`config.mk`:
```
export PLATFORM = sky130hd
export DESIGN_NAME = alu_muldiv_flat
export DESIGN_NICKNAME = d
export VERILOG_FILES = /design/src/rtl/alu_pkg.sv /design/src/rtl/alu_muldiv_if.sv /design/src/rtl/alu_core.sv /design/src/rtl/alu_muldiv.sv /design/src/flat_wrapper.sv
export SDC_FILE = /design/constraint.sdc
export NUM_CORES = 1
export LEC_CHECK = 0
export BUFFER_PORTS_ARGS = -buffer_cell sky130_fd_sc_hd__buf_2
export CAP_MARGIN = 30
export CORE_UTILIZATION = 45
export CTS_BUF_LIST = sky130_fd_sc_hd__clkbuf_8
export DETAILED_ROUTE_END_ITERATION = 10
export SETUP_SLACK_MARGIN = 0.4
export SLEW_MARGIN = 20
export SYNTH_ARGS = -nofsm -noshare
export SYNTH_HDL_FRONTEND = slang
export SYNTH_SLANG_ARGS = --single-unit
```
`constraint.sdc`:
```
create_clock -name clk -period 8.9 [get_ports clk]
set_input_delay 2.67 -clock clk [delete_from_list [all_inputs] [get_ports clk]]
set_output_delay 2.67 -clock clk [all_outputs]
set_load 0.1 [all_outputs]
```
`src/rtl/alu_pkg.sv`:
```
// Shared encodings for the execute unit: ALU func codes, mul/div op codes
// and the mul/div engine state type.
package alu_pkg;

   localparam logic [3:0] ALU_AND   = 4'b0000;
   localparam logic [3:0] ALU_OR    = 4'b0001;
   localparam logic [3:0] ALU_ADD   = 4'b0010;
   localparam logic [3:0] ALU_XOR   = 4'b0101;
   localparam logic [3:0] ALU_LUI   = 4'b0110;
   localparam logic [3:0] ALU_PASSB = 4'b0111;
   localparam logic [3:0] ALU_SUB   = 4'b1010;
   localparam logic [3:0] ALU_SLTU  = 4'b1011;
   localparam logic [3:0] ALU_SLT   = 4'b1100;
   localparam logic [3:0] ALU_XNOR  = 4'b1101;

   localparam logic [2:0] MD_NONE  = 3'b000;
   localparam logic [2:0] MD_MULT  = 3'b001;
   localparam logic [2:0] MD_MULTU = 3'b010;
   localparam logic [2:0] MD_DIV   = 3'b011;
   localparam logic [2:0] MD_DIVU  = 3'b100;
   localparam logic [2:0] MD_MTHI  = 3'b101;
   localparam logic [2:0] MD_MTLO  = 3'b110;
   localparam logic [2:0] MD_RSVD  = 3'b111;

   typedef enum logic [2:0] {
      S_IDLE,
      S_MUL,
      S_DIV,
      S_FIX,
      S_DONE
   } md_state_t;

endpackage

```
`src/rtl/alu_muldiv_if.sv`:
```
// EX-stage bus of the execute unit: ALU operands/result plus the mul/div
// start/busy/done handshake and the architectural HI/LO view.
interface alu_muldiv_if #(
   parameter int WIDTH = 32
);
   logic [WIDTH-1:0] in1;
   logic [WIDTH-1:0] in2;
   logic [3:0]       func;
   logic [WIDTH-1:0] out;
   logic [2:0]       md_op;
   logic             md_start;
   logic             md_busy;
   logic             md_done;
   logic [WIDTH-1:0] hi;
   logic [WIDTH-1:0] lo;

   modport master (
      output in1, in2, func, md_op, md_start,
      input  out, md_busy, md_done, hi, lo
   );

   modport slave (
      input  in1, in2, func, md_op, md_start,
      output out, md_busy, md_done, hi, lo
   );
endinterface

```
`src/rtl/alu_core.sv`:
```
// Single-cycle integer ALU. Subtract and compares share one adder fed with
// the conditionally inverted B operand and func[3] as carry-in.
module alu_core
   import alu_pkg::*;
#(
   parameter int WIDTH     = 32,
   parameter int LUI_SHIFT = WIDTH / 2
) (
   input  logic [WIDTH-1:0] in1,
   input  logic [WIDTH-1:0] in2,
   input  logic [3:0]       func,
   output logic [WIDTH-1:0] out
);

   logic [WIDTH-1:0] b_eff;
   logic [WIDTH:0]   sum;
   logic             ovf;
   logic             slt;
   logic             sltu;

   assign b_eff = func[3] ? ~in2 : in2;
   assign sum   = {1'b0, in1} + {1'b0, b_eff} + {{WIDTH{1'b0}}, func[3]};
   // Overflow from the actual adder inputs keeps MIN vs MAX correct.
   assign ovf   = (in1[WIDTH-1] == b_eff[WIDTH-1]) && (sum[WIDTH-1] != in1[WIDTH-1]);
   assign slt   = sum[WIDTH-1] ^ ovf;
   assign sltu  = ~sum[WIDTH];

   always_comb begin
      out = b_eff;
      case (func)
         ALU_AND:          out = in1 & b_eff;
         ALU_OR:           out = in1 | b_eff;
         ALU_ADD, ALU_SUB: out = sum[WIDTH-1:0];
         ALU_SLTU:         out = {{(WIDTH-1){1'b0}}, sltu};
         ALU_SLT:          out = {{(WIDTH-1){1'b0}}, slt};
         ALU_XOR, ALU_XNOR: out = in1 ^ b_eff;
         ALU_LUI:          out = b_eff << LUI_SHIFT;
         default:          out = b_eff;
      endcase
   end

endmodule

```
`src/rtl/alu_muldiv.sv`:
```
// Execute unit: combinational ALU plus a background iterative mul/div engine
// (one bit per cycle) that owns the HI/LO registers.
module alu_muldiv
   import alu_pkg::*;
#(
   parameter int WIDTH     = 32,
   parameter int LUI_SHIFT = WIDTH / 2
) (
   input  logic          clk,
   input  logic          rst,
   alu_muldiv_if.slave   bus
);

   localparam int CW = $clog2(WIDTH + 1);

   md_state_t         state_q, state_d;
   logic [WIDTH-1:0]  mcand_q, mcand_d;
   logic [WIDTH-1:0]  acc_q, acc_d;
   logic [WIDTH-1:0]  mq_q, mq_d;
   logic [WIDTH-1:0]  dvd_q, dvd_d;
   logic [WIDTH-1:0]  hi_q, hi_d;
   logic [WIDTH-1:0]  lo_q, lo_d;
   logic [CW-1:0]     cnt_q, cnt_d;
   logic              neg_res_q, neg_res_d;
   logic              neg_rem_q, neg_rem_d;
   logic              dz_q, dz_d;
   logic              is_div_q, is_div_d;
   logic              done_q, done_d;

   logic              accept;
   logic              a_neg, b_neg;
   logic [WIDTH-1:0]  abs_a, abs_b;
   logic [WIDTH:0]    mul_sum;
   logic [WIDTH:0]    div_trial;
   logic [2*WIDTH-1:0] prod_raw, prod_fix;

   alu_core #(.WIDTH(WIDTH), .LUI_SHIFT(LUI_SHIFT)) u_core (
      .in1  (bus.in1),
      .in2  (bus.in2),
      .func (bus.func),
      .out  (bus.out)
   );

   assign accept    = bus.md_start && (state_q == S_IDLE);
   assign a_neg     = bus.in1[WIDTH-1];
   assign b_neg     = bus.in2[WIDTH-1];
   assign abs_a     = a_neg ? -bus.in1 : bus.in1;
   assign abs_b     = b_neg ? -bus.in2 : bus.in2;
   assign mul_sum   = {1'b0, acc_q} + (mq_q[0] ? {1'b0, mcand_q} : {(WIDTH+1){1'b0}});
   assign div_trial = {acc_q, mq_q[WIDTH-1]} - {1'b0, mcand_q};
   assign prod_raw  = {acc_q, mq_q};
   assign prod_fix  = neg_res_q ? -prod_raw : prod_raw;

   always_ff @(posedge clk or posedge rst) begin
      if (rst) begin
         state_q   <= S_IDLE;
         mcand_q   <= '0;
         acc_q     <= '0;
         mq_q      <= '0;
         dvd_q     <= '0;
         hi_q      <= '0;
         lo_q      <= '0;
         cnt_q     <= '0;
         neg_res_q <= 1'b0;
         neg_rem_q <= 1'b0;
         dz_q      <= 1'b0;
         is_div_q  <= 1'b0;
         done_q    <= 1'b0;
      end else begin
         state_q   <= state_d;
         mcand_q   <= mcand_d;
         acc_q     <= acc_d;
         mq_q      <= mq_d;
         dvd_q     <= dvd_d;
         hi_q      <= hi_d;
         lo_q      <= lo_d;
         cnt_q     <= cnt_d;
         neg_res_q <= neg_res_d;
         neg_rem_q <= neg_rem_d;
         dz_q      <= dz_d;
         is_div_q  <= is_div_d;
         done_q    <= done_d;
      end
   end

   always_comb begin
      state_d = state_q;
      case (state_q)
         S_IDLE: begin
            if (accept && (bus.md_op == MD_MULT || bus.md_op == MD_MULTU))
               state_d = S_MUL;
            else if (accept && (bus.md_op == MD_DIV || bus.md_op == MD_DIVU))
               state_d = S_DIV;
         end
         S_MUL, S_DIV: if (cnt_q == CW'(1)) state_d = S_FIX;
         S_FIX:   state_d = S_DONE;
         S_DONE:  state_d = S_IDLE;
         default: state_d = S_IDLE;
      endcase
   end

   always_comb begin
      mcand_d   = mcand_q;
      acc_d     = acc_q;
      mq_d      = mq_q;
      dvd_d     = dvd_q;
      hi_d      = hi_q;
      lo_d      = lo_q;
      cnt_d     = cnt_q;
      neg_res_d = neg_res_q;
      neg_rem_d = neg_rem_q;
      dz_d      = dz_q;
      is_div_d  = is_div_q;
      done_d    = 1'b0;
      case (state_q)
         S_IDLE: if (accept) begin
            acc_d     = '0;
            cnt_d     = CW'(WIDTH);
            neg_res_d = 1'b0;
            neg_rem_d = 1'b0;
            dz_d      = (bus.in2 == '0);
            dvd_d     = bus.in1;
            case (bus.md_op)
               MD_MULT: begin
                  mcand_d = abs_a; mq_d = abs_b; is_div_d = 1'b0;
                  neg_res_d = a_neg ^ b_neg;
               end
               MD_MULTU: begin
                  mcand_d = bus.in1; mq_d = bus.in2; is_div_d = 1'b0;
               end
               // Divisor sits in mcand, dividend shifts out of mq as quotient shifts in.
               MD_DIV: begin
                  mcand_d = abs_b; mq_d = abs_a; is_div_d = 1'b1;
                  neg_res_d = a_neg ^ b_neg;
                  neg_rem_d = a_neg;
               end
               MD_DIVU: begin
                  mcand_d = bus.in2; mq_d = bus.in1; is_div_d = 1'b1;
               end
               MD_MTHI: begin hi_d = bus.in1; done_d = 1'b1; end
               MD_MTLO: begin lo_d = bus.in1; done_d = 1'b1; end
               default: ;
            endcase
         end
         S_MUL: begin
            acc_d = mul_sum[WIDTH:1];
            mq_d  = {mul_sum[0], mq_q[WIDTH-1:1]};
            cnt_d = cnt_q - CW'(1);
         end
         S_DIV: begin
            if (!div_trial[WIDTH]) begin
               acc_d = div_trial[WIDTH-1:0];
               mq_d  = {mq_q[WIDTH-2:0], 1'b1};
            end else begin
               acc_d = {acc_q[WIDTH-2:0], mq_q[WIDTH-1]};
               mq_d  = {mq_q[WIDTH-2:0], 1'b0};
            end
            cnt_d = cnt_q - CW'(1);
         end
         // Commit on the edge into DONE so HI/LO are visible while md_done is high.
         S_FIX: begin
            done_d = 1'b1;
            if (!is_div_q) begin
               hi_d = prod_fix[2*WIDTH-1:WIDTH];
               lo_d = prod_fix[WIDTH-1:0];
            end else if (dz_q) begin
               hi_d = dvd_q;
               lo_d = '1;
            end else begin
               hi_d = neg_rem_q ? -acc_q : acc_q;
               lo_d = neg_res_q ? -mq_q : mq_q;
            end
         end
         default: ;
      endcase
   end

   assign bus.md_busy = (state_q != S_IDLE);
   assign bus.md_done = done_q;
   assign bus.hi      = hi_q;
   assign bus.lo      = lo_q;

endmodule
```
`src/flat_wrapper.sv`:
```
// flat-port wrapper written by rule: the top's interface ports become plain ports
module alu_muldiv_flat import alu_pkg::*;
#(
   parameter int WIDTH     = 32,
   parameter int LUI_SHIFT = WIDTH / 2
)
  (clk, rst, bus_in1, bus_in2, bus_func, bus_md_op, bus_md_start, bus_out, bus_md_busy, bus_md_done, bus_hi, bus_lo);
  alu_muldiv_if #(.WIDTH(WIDTH)) bus_i ();
  input  logic clk;
  input  logic rst;
  input wire logic [$bits(bus_i.in1)-1:0] bus_in1;
  input wire logic [$bits(bus_i.in2)-1:0] bus_in2;
  input wire logic [$bits(bus_i.func)-1:0] bus_func;
  input wire logic [$bits(bus_i.md_op)-1:0] bus_md_op;
  input wire logic [$bits(bus_i.md_start)-1:0] bus_md_start;
  output wire logic [$bits(bus_i.out)-1:0] bus_out;
  output wire logic [$bits(bus_i.md_busy)-1:0] bus_md_busy;
  output wire logic [$bits(bus_i.md_done)-1:0] bus_md_done;
  output wire logic [$bits(bus_i.hi)-1:0] bus_hi;
  output wire logic [$bits(bus_i.lo)-1:0] bus_lo;
  assign bus_i.in1 = bus_in1;
  assign bus_i.in2 = bus_in2;
  assign bus_i.func = bus_func;
  assign bus_i.md_op = bus_md_op;
  assign bus_i.md_start = bus_md_start;
  assign bus_out = bus_i.out;
  assign bus_md_busy = bus_i.md_busy;
  assign bus_md_done = bus_i.md_done;
  assign bus_hi = bus_i.hi;
  assign bus_lo = bus_i.lo;
  alu_muldiv #(.WIDTH(WIDTH), .LUI_SHIFT(LUI_SHIFT)) u_core (.clk(clk), .rst(rst), .bus(bus_i));
endmodule
```
# After elaboration in Yosys (flattened, before gate mapping)
# Index checks and enable logic that the tools add are counted.
# totals
reg_bits,206
latchBits,0
ramBits,0
rom_bits,0
out_inout_bits,98
memories,0
# op_classes
n_addsub,10
n_mul,0
div,0
order_cmp,0
eq_ne,26
n_shift,0
n_mux,38
n_bitwise,7
n_reduce_logical,31
# ops
cell,count
$mux W32,17
$pmux W32 S4,2
$pmux W32 S7,1
$pmux W32 S3,2
$neg A32 Y32,4
$pmux W32 S2,2
$mux W64,1
$neg A64 Y64,1
$add A32 B32 Y33,1
$add A32 B33 Y33,1
$add A33 B1 Y33,1
$sub A33 B32 Y33,1
$and A32 B32 Y32,1
$logic_not A32 Y1,1
$not A32 Y32,1
$or A32 B32 Y32,1
$xor A32 B32 Y32,1
$eq A4 B4 Y1 const B,4
$reduce_and A3 Y1,5
$reduce_or A2 Y1,7
$eq A3 B2 Y1 const B,4
$pmux W6 S2,1
$eq A3 B3 Y1 const B,3
$mux W3,3
other kinds (25),46

# Depth between registers and ports, before layout
# Gate-level depths: netlist (run 1).
# depth
word_depth,8
mapped_depth,16
ltp_nobuf,14

# Cells and area by module
# A second synthesis (run 1) with hierarchy kept.
# hier_totals
hier_cells,2858
area_unflattened_um2,21709.6
# modules_own_cells
mod,instances,cells_per_inst,area_per_inst_um2,seq_area_each_um2
alu_muldiv,1,2295,17848.4,5154.9
alu_core,1,563,3861.2,0.0

# Worst setup path after synthesis (run 1)
# OpenSTA, ideal clock, no wires.
# synth_timing
path_kind,input to output
start,input port bus_func[3]
end,output port bus_out[31]
arrival_time_ns,7.818
t_required_ns,6.230
path_slack_ns,-1.588
cell_stages,15
n_path_buf,2
path_cell_list,buf_1 > buf_1 > xnor2_1 > inv_1 > ha_1 > or3_1 > a211o_1 > a21oi_1 > o211ai_1 > a21oi_1 > or2_2 > o221ai_1 > o31ai_1 > xor2_1 > o21ai_0
# synth_via
elab_chain_len,4
elab_cells_between_ends,18
cone_classes,add/sub (2); eq/ne (8); mux (2); bitwise (3); reduce/logical (3)
# synth_lines
element,line,rtl
start: declaration,flat_wrapper.sv:13,input wire logic [$bits(bus_i.func)-1:0] bus_func;
$mux W32,alu_core.sv:21,assign b_eff = func[3] ? ~in2 : in2;
$add A32 B32 Y33,alu_core.sv:22,"assign sum = {1'b0, in1} + {1'b0, b_eff} + {{WIDTH{1'b0}}, func[3]};"
$add A33 B1 Y33,alu_core.sv:22,
$pmux W32 S7 (*),alu_core.sv:30,case (func)
end: declaration,flat_wrapper.sv:16,output wire logic [$bits(bus_i.out)-1:0] bus_out;
# Mark *: on every way between the ends. The rest lies on a longest branch, timed or not.

# Worst setup path in the final report (run 1)
# layout_timing
start,input port bus_func[3]
end,output port bus_out[26]
# Same word-level chain as after synthesis.

==> impl_metrics.csv, run 1 <==
group,metric,value,unit
cts,clk_latency,0.63,ns
final_layout,fin_util,52.08,%
synthesis,synth_simple_gate_area_share,16.40,%
synthesis,synth.most_common_cell,"nand2_1",
timing,timing.fmax,0.1194,GHz
floorplan,dieHeight,219.6,µm
floorplan,core,46650,µm²
outcome,status,"complete, but fails checks",
global_route,grt.busiest_layer,"met2",
final_layout,register_area,5157,µm²
synthesis,synthesis.instances,2832,
timing,finalCritPeriodShare,94.10,%
route,drc,14,
synthesis,synth.mux.area_fraction,2.373,%
global_route,grt_antenna_before_repair,3,
worst_setup_path,required,6.23,ns
cts,clkSinkCount,206,
cts,ctsLongestPathBuffers,3,
pwr,p_per_area,347.4,nW/µm²
floorplan,die_x,219.6,µm
global_route,use_met2,59.83,%
floorplan,top_level_ports,172,
final_layout,fillers,4571,
route,detail_route.vias_per_cell,6.568,
global_route,grt_max_degree,82,
synthesis,ys_ff_latch,206,
outcome,violations,"design-rule violations",
placed_design,preCtsSetupSlack,0.1508,ns
synthesis,netlist.area_leader.share,24.20,%
run,maxCapViolations,0,
global_route,grt_util_met1,52.30,%
synthesis,synth_top_family_by_area,"compound AO/OA/AOI/OAI gates",
synthesis,synth_common_cells,"nand2_1 (327), o21ai_0 (307), a21oi_1 (221)",
route,vias,23240,
worst_setup_path,endpoint_kind,"output pin",
timing,slew_viol_final,0,
worst_setup_path,path_class,"in -> out",
synthesis,synth_area_leaders,"dfrtp_1 (24%), ha_1 (7.9%), o21ai_0 (7.2%), xnor2_1 (7.2%), nand2_1 (5.8%)",
global_route,grt.total_usage,38.86,%
timing,final.setup_skew,0.05026,ns
synthesis,synth_fa_ha_area_share,8.201,%
timing,rsz0062_at_grt,"yes",
placed_design,port-buffer-count,171,
synthesis,synth_nets,3043,
route,ant_nets,0,
timing,slew_headroom,33.38,%
timing,setup_viol,0,
synthesis,synth_xor_area_share,11.06,%
route,wire_per_inst,26.89,µm
pwr,leakagePower,10.53,nW
route,drt_iter0_drc,3193,
timing,hold_viol_final,0,
pwr,peakVddDrop,0.2990,mV
synthesis,yosysTopAreaCell,"dfrtp_1",
cts,hold_buffers,0,
placed_design,detailed_place_hpwl,71.87,mm
timing,hold_slack,0.4808,ns
timing,setup_ws,0.5247,ns
floorplan,die-area,48210,µm²
cts,root_buffer,"clkbuf_8",
synthesis,yosys_warnings,0,
global_route,grt.overflow.total,0,
cts,numCtsBuffers,40,
worst_setup_path,critPathLaunchType,"input pin",
timing,worst_slew_pin_slew,0.9948,ns
synthesis,synthesis.area,21300,µm²
synthesis,synth.distinct_cells,87,
final_layout,antenna_cells,0,
synthesis,synthArstFlopShare,100.0,%
synthesis,synth_seq_area_share,24.20,%
synthesis,synth_compound_area_share,31.05,%
synthesis,synth_edf_count,0,
synthesis,syn-mean-instance-area,7.521,µm²
worst_setup_path,critPathArrivalTime,5.71,ns
placed_design,gp_congestion,1.002,
final_layout,drive_gt1_share,14.30,%
cts,htreeDepth,2,
cts,clkTransAtPathRegs,0.06,ns
hold_path,worstHoldPathType,"reg -> reg",
global_route,grt_pass1_vias,21810,
global_route,grt_pass1_wl,140.2,mm
floorplan,rows,79,
global_route,grt_util_met3,8.475,%
synthesis,ys.flop_type,"dfrtp_1",
final_layout,final_nets,3111,
route,wl,95.13,mm
final_layout,multi_input_area,15090,µm²
worst_setup_path,critPathMaxFanout,14,
timing,finalCriticalPeriod,8.375,ns
route,drtPass1Iterations,9,
final_layout,synthToLayoutAreaGrowth,14.08,%
cts,cts_tree,"yes",
floorplan,start_util,45.65,%
-- critical path, cell delays in order --
cell      delay (ns)
buf_8           0.18
buf_12          0.21
xor2_1          0.21
inv_1           0.11
ha_2            0.42
nand2_1         0.10
a2111o_1        0.40
o21ai_0         0.20
buf_4           0.18
and3_1          0.18
a21oi_1         0.09
xnor2_1         0.14
a221o_2         0.37
buf_4           0.24
-- state kept, by name, summed over array words and instances, names as in the netlist --
signal and flops:
u_core.acc_q 32, u_core.bus.hi 32, u_core.bus.lo 32, u_core.dvd_q 32, u_core.mcand_q 32, u_core.mq_q 32, u_core.cnt_q 6, u_core.state_q 3
u_core.bus.md_done 1, u_core.dz_q 1, u_core.is_div_q 1, u_core.neg_rem_q 1, u_core.neg_res_q 1
-- cell usage in the layout, fill, tap and decap left out, drive strengths merged, types with 10 or more instances in the layout --
cell    count
a222oi     24
a221o      16
o41ai      20
and3       10
xor2       94
a21oi     221
o211ai     26
nor2b      18
nor3       30
o21ai     311
nand3      21
o22ai      76
nor2      209
a221oi     55
o221ai     21
or4        23
xnor2     175
inv       157
dfrtp     206
a31oi      28
a22oi      41
nor4       16
mux2i      46
o31ai      52
or2        11
a21o       36
nand2b     25
nand2     327
a211oi     27
or3        21
ha        134
nand4      12
buf       258
o21bai     12
o21a       17
clkbuf     48
-- cells by family (layout without fill, tap and decap cells) --
group           after synthesis  after routing
fa+ha+maj                   138            138
mux                          50             50
flops                       206            206
compound gates             1032           1032
buf+inv                     375            474
xor+xnor                    269            269
simple gates                762            762
-- final cells by class --
| class | instances | share of cell area, % |
|---|---|---|
| multi-input combinational | 2251 | 62.12 |
| sequential | 206 | 21.23 |
| timing repair buffer | 262 | 8.049 |
| tap | 607 | 3.126 |
| clock buffer | 45 | 2.549 |
| inverter | 139 | 2.178 |
| clock inverter | 28 | 0.7518 |
-- report_power, final --
part / internal (W) / switching [W]
Clock: 0.000526 / 0.000459
Combinational: 0.00170 / 0.00388
Sequential: 0.00136 / 0.000523
-- metal layers --
| layer | share of wire [%] | vias to the layer above | wire length, µm |
|---|---|---|---|
| li1 | - | 10410 | - |
| met5 | 0.027 | - | 26 |
| met4 | 4.5 | 4 | 4254 |
| met2 | 44 | 1336 | 41570 |
| met1 | 42 | 11230 | 39540 |
| met3 | 10 | 250 | 9740 |
-- per-stage QoR --
step | setup TNS [ns] | power [W] | cell area [µm²] | cells
floorplan | -0.2067 | 0.005885 | 21610 | 2832
global placement | 0 | 0.007262 | 23360 | 3460
detailed placement | 0 | 0.007337 | 23390 | 3462
CTS | 0 | 0.008345 | 24230 | 3536
global route | 0 | 0.008934 | 24300 | 3538
finish | 0 | 0.008442 | 24300 | 3538
-- worst paths after layout --
path                                                  to  cells after the start                           from  slack [ns]
setup / recovery                             bus_out[26]                     14                    bus_func[3]        0.52
hold reg to reg            u_core.bus.lo[26]$_DFFE_PP0P_                      2  u_core.bus.lo[26]$_DFFE_PP0P_        0.48
max in group asynchronous        u_core.dz_q$_DFFE_PP0P_                      3                            rst        5.32
hold / removal             u_core.bus.lo[26]$_DFFE_PP0P_                      2  u_core.bus.lo[26]$_DFFE_PP0P_        0.48
min in group asynchronous    u_core.dvd_q[8]$_DFFE_PP0P_                      2                            rst        2.12
setup reg to reg            u_core.acc_q[31]$_DFFE_PP0P_                     14     u_core.mq_q[0]$_DFFE_PP0P_        4.32
-- what timing repair did --
item / in CTS / in global routing
buffers inserted: 0 / 2
setup endpoints to repair: 12 / 10
resized for setup: 4 / 15
pin swaps: 0 / 3
gates cloned: 1 / 0
Note: power is estimated with default switching activity, not from simulation.
==> run 2, diff against run 1 <==
--- a/config.mk
+++ b/config.mk
@@ -11,7 +11,9 @@
 export CTS_BUF_LIST = sky130_fd_sc_hd__clkbuf_8
 export DETAILED_ROUTE_END_ITERATION = 10
 export SETUP_SLACK_MARGIN = 0.4
+export SKIP_LAST_GASP = 1
 export SLEW_MARGIN = 20
 export SYNTH_ARGS = -nofsm -noshare
 export SYNTH_HDL_FRONTEND = slang
+export SYNTH_HIERARCHICAL = 1
 export SYNTH_SLANG_ARGS = --single-unit
==> run 2 against run 1 <==
  * The flow now finishes without violations
  * Clock skew shrank 0.028 ns
  * Synthesized cell count grew 0.92%
  * Fmax down 0.20%
  * Non-clock buffer count is 28 lower
  * Largest power group unchanged
==> impl_metrics.csv, run 2 <==
group,metric,value,unit
outcome,status,"finished, final reports clean",
global_route,grt_pass1_vias,21980,
route,wl,93.25,mm
floorplan,dieHeight,221.6,µm
timing,setup_tns,0,ns
timing,timing.fmax,0.1192,GHz
pwr,p_comb_share,66.7,%
synthesis,synthesis.area,21710,µm²
pwr,p_clk_share,11.4,%
placed_design,detailed_place_hpwl,68.35,mm
timing,finalCriticalPeriod,8.392,ns
synthesis,synth_edf_count,0,
worst_setup_path,required,6.23,ns
cts,cts_tree,"yes",
global_route,grt.total_usage,36.94,%
floorplan,start_util,45.56,%
final_layout,layout_commonest_cell,"nand2_1",
run,maxCapViolations,0,
synthesis,synthesis.instances,2858,
synthesis,synth_area_leaders,"dfrtp_1 (24%), ha_1 (7.7%), o21ai_0 (5.7%), a21oi_1 (5.7%), nand2_1 (5.4%)",
worst_setup_path,critPathLaunchType,"input pin",
cts,post-cts-setup-buffers,0,
global_route,grt_max_degree,129,
cts,numCtsBuffers,38,
route,wire_per_inst,26.40,µm
placed_design,dpl_cell_area,23490,µm²
global_route,grt.busiest_layer,"met2",
pwr,sequentialPowerShare,21.9,%
global_route,grt_pass1_wl,139.4,mm
pwr,peakVddDrop,0.5067,mV
synthesis,netlist.area_leader.share,23.75,%
synthesis,yosysTopAreaCell,"dfrtp_1",
timing,finalCritPeriodShare,94.29,%
pwr,intPower,0.003606,W
synthesis,synth_common_cells,"nand2_1 (314), o21ai_0 (249), a21oi_1 (247)",
cts,clk_latency,0.61,ns
route,ant_nets,0,
worst_setup_path,critPathMaxFanout,8,
route,drc,0,
placed_design,gp_congestion,0.9907,
pwr,p_sw,0.004869,W
timing,rsz0062_at_grt,"yes",
route,vias,23590,
synthesis,ys.flop_type,"dfrtp_1",
route,detail_route.vias_per_cell,6.679,
floorplan,die-area,49130,µm²
floorplan,top_level_ports,172,
floorplan,rows,80,
global_route,use_met2,57.51,%
final_layout,fillers,4679,
timing,worst_slew_pin_slew,1.018,ns
timing,hold_viol_final,0,
synthesis,syn-mean-instance-area,7.596,µm²
cts,clkSinkCount,206,
synthesis,synth_nets,3069,
global_route,grt_util_met1,49.69,%
global_route,grt_util_met3,6.626,%
final_layout,final_nets,3097,
synthesis,synth.distinct_cells,95,
floorplan,core,47650,µm²
final_layout,drive_gt1_share,13.67,%
timing,final.setup_skew,0.02242,ns
route,drt_iter0_drc,2909,
cts,root_buffer,"clkbuf_8",
final_layout,synthToLayoutAreaGrowth,12.09,%
synthesis,synth_seq_area_share,23.75,%
route,drtPass1Iterations,6,
cts,ctsLongestPathBuffers,3,
synthesis,ys_ff_latch,206,
hold_path,worstHoldPathType,"reg -> reg",
synthesis,synth.most_common_cell,"nand2_1",
synthesis,yosys_warnings,6,
cts,clkTransAtPathRegs,0.06,ns
placed_design,port-buffer-count,171,
final_layout,final_area,24330,µm²
timing,slew_viol_final,0,
final_layout,most-common-layout-cells,"nand2_1 (314), o21ai_0 (238), a21oi_1 (232), dfrtp_1 (206), nor2_1 (197)",
worst_setup_path,path_class,"in -> out",
pwr,leakagePower,10.65,nW
synthesis,synthArstFlopShare,100.0,%
cts,htreeDepth,2,
pwr,p_per_area,348.3,nW/µm²
timing,setup_viol,0,
global_route,grt.overflow.total,0,
floorplan,die_x,221.6,µm
cts,hold_buffers,0,
global_route,grt_antenna_before_repair,7,
worst_setup_path,critPathArrivalTime,5.72,ns
pwr,p_sw_share,57.45,%
timing,slew_headroom,31.63,%
worst_setup_path,endpoint_kind,"output pin",
run 2: cell count changes after synthesis, moves of 21 or more:
cell and delta:
xnor2_1 -65, o21ai_0 -58, o22ai_1 -52, a21oi_1 +26, o21ai_1 +26, nand3_1 +21
a211oi_1 +22
run 2: path summary, 6_finish.rpt:
check	start	endpoint	depth (start not counted)	slack [ns]
hold reg to reg	u_core/dvd_q[29]$_DFFE_PP0P_	u_core/dvd_q[29]$_DFFE_PP0P_	2	0.48
hold / removal	u_core/dvd_q[29]$_DFFE_PP0P_	u_core/dvd_q[29]$_DFFE_PP0P_	2	0.48
setup / recovery	bus_in2[11]	bus_out[31]	13	0.51
max in group asynchronous	rst	u_core/cnt_q[2]$_DFFE_PP0P_	5	5.22
min in group asynchronous	rst	u_core/mcand_q[24]$_DFFE_PP0P_	2	2.03
setup reg to reg	u_core/mq_q[31]$_DFFE_PP0P_	u_core/acc_q[23]$_DFFE_PP0P_	14	3.81
run 2: worst max-delay path: stages:
cell	delay, ns
buf_2	0.26
xor2_1	0.23
inv_1	0.11
ha_1	0.39
a21o_1	0.27
a21oi_1	0.17
o21a_1	0.17
o221ai_2	0.15
o21bai_4	0.25
a211oi_2	0.13
o2111a_1	0.25
or3_4	0.37
clkbuf_4	0.28
run 2: cells by family (layout without fill, tap and decap cells):
family          after synthesis  in the layout  synth area share (%)
mux                          61             61                 2.859
other cells                   0              6                     0
fa+ha+maj                   137            137                 8.000
simple gates                793            793                 17.23
compound gates             1057           1057                 32.35
buf+inv                     383            436                 6.904
xor+xnor                    221            221                 8.916
flops                       206            206                 23.75
run 2: metal layers:
metal / routed length (µm) / vias to the layer above / part of all wire [%]
met3: 7856 / 222 / 8.4
li1: - / 10550 / -
met5: 63 / - / 0.068
met1: 39120 / 11560 / 42
met4: 4185 / 10 / 4.5
met2: 42030 / 1247 / 45
run 2: timing repair:
action	CTS	global route
setup endpoints to repair	3	5
hold endpoints to repair	0	0
pin swaps	0	1
resized for setup	1	8
run 2: power by group through the flow:
stage | Combinational, W | Sequential (W) | Clock, W
2_1_floorplan | 0.00341 | 0.00259 | 0
6_report | 0.00565 | 0.00185 | 0.000967
4_1_cts | 0.00558 | 0.00184 | 0.000981
3_5_place_dp | 0.00556 | 0.00185 | 0
3_3_place_gp | 0.00550 | 0.00184 | 0
5_1_grt | 0.00606 | 0.00190 | 0.00102
run 2: final cells by class:
type                    instances  area [µm²]  share of cell area, %
inverters                     137       521.8                  2.144
flip-flops and latches        206        5155                  21.18
clock buffers                  48       660.6                  2.715
well taps                     615       769.5                  3.162
clock inverters                17       103.9                 0.4268
diodes                          6       15.01                0.06170
repair buffers                234        1717                  7.054
multi-input cells            2269       15390                  63.25
run 2: stage by stage:
stage	utilization [%]	worst slack, ns	hold slack, ns	cells	total power (W)
5_1_grt	51.04	0.3897	0.4916	3526	0.008982
4_1_cts	50.92	0.4264	0.4782	3525	0.008407
6_report	51.07	0.5080	0.4790	3532	0.008475
2_1_floorplan	-	0.2571	0.4404	2858	0.006000
3_5_place_dp	49.31	0.2772	0.4628	3460	0.007414
3_3_place_gp	49.23	0.3181	0.4553	3457	0.007342
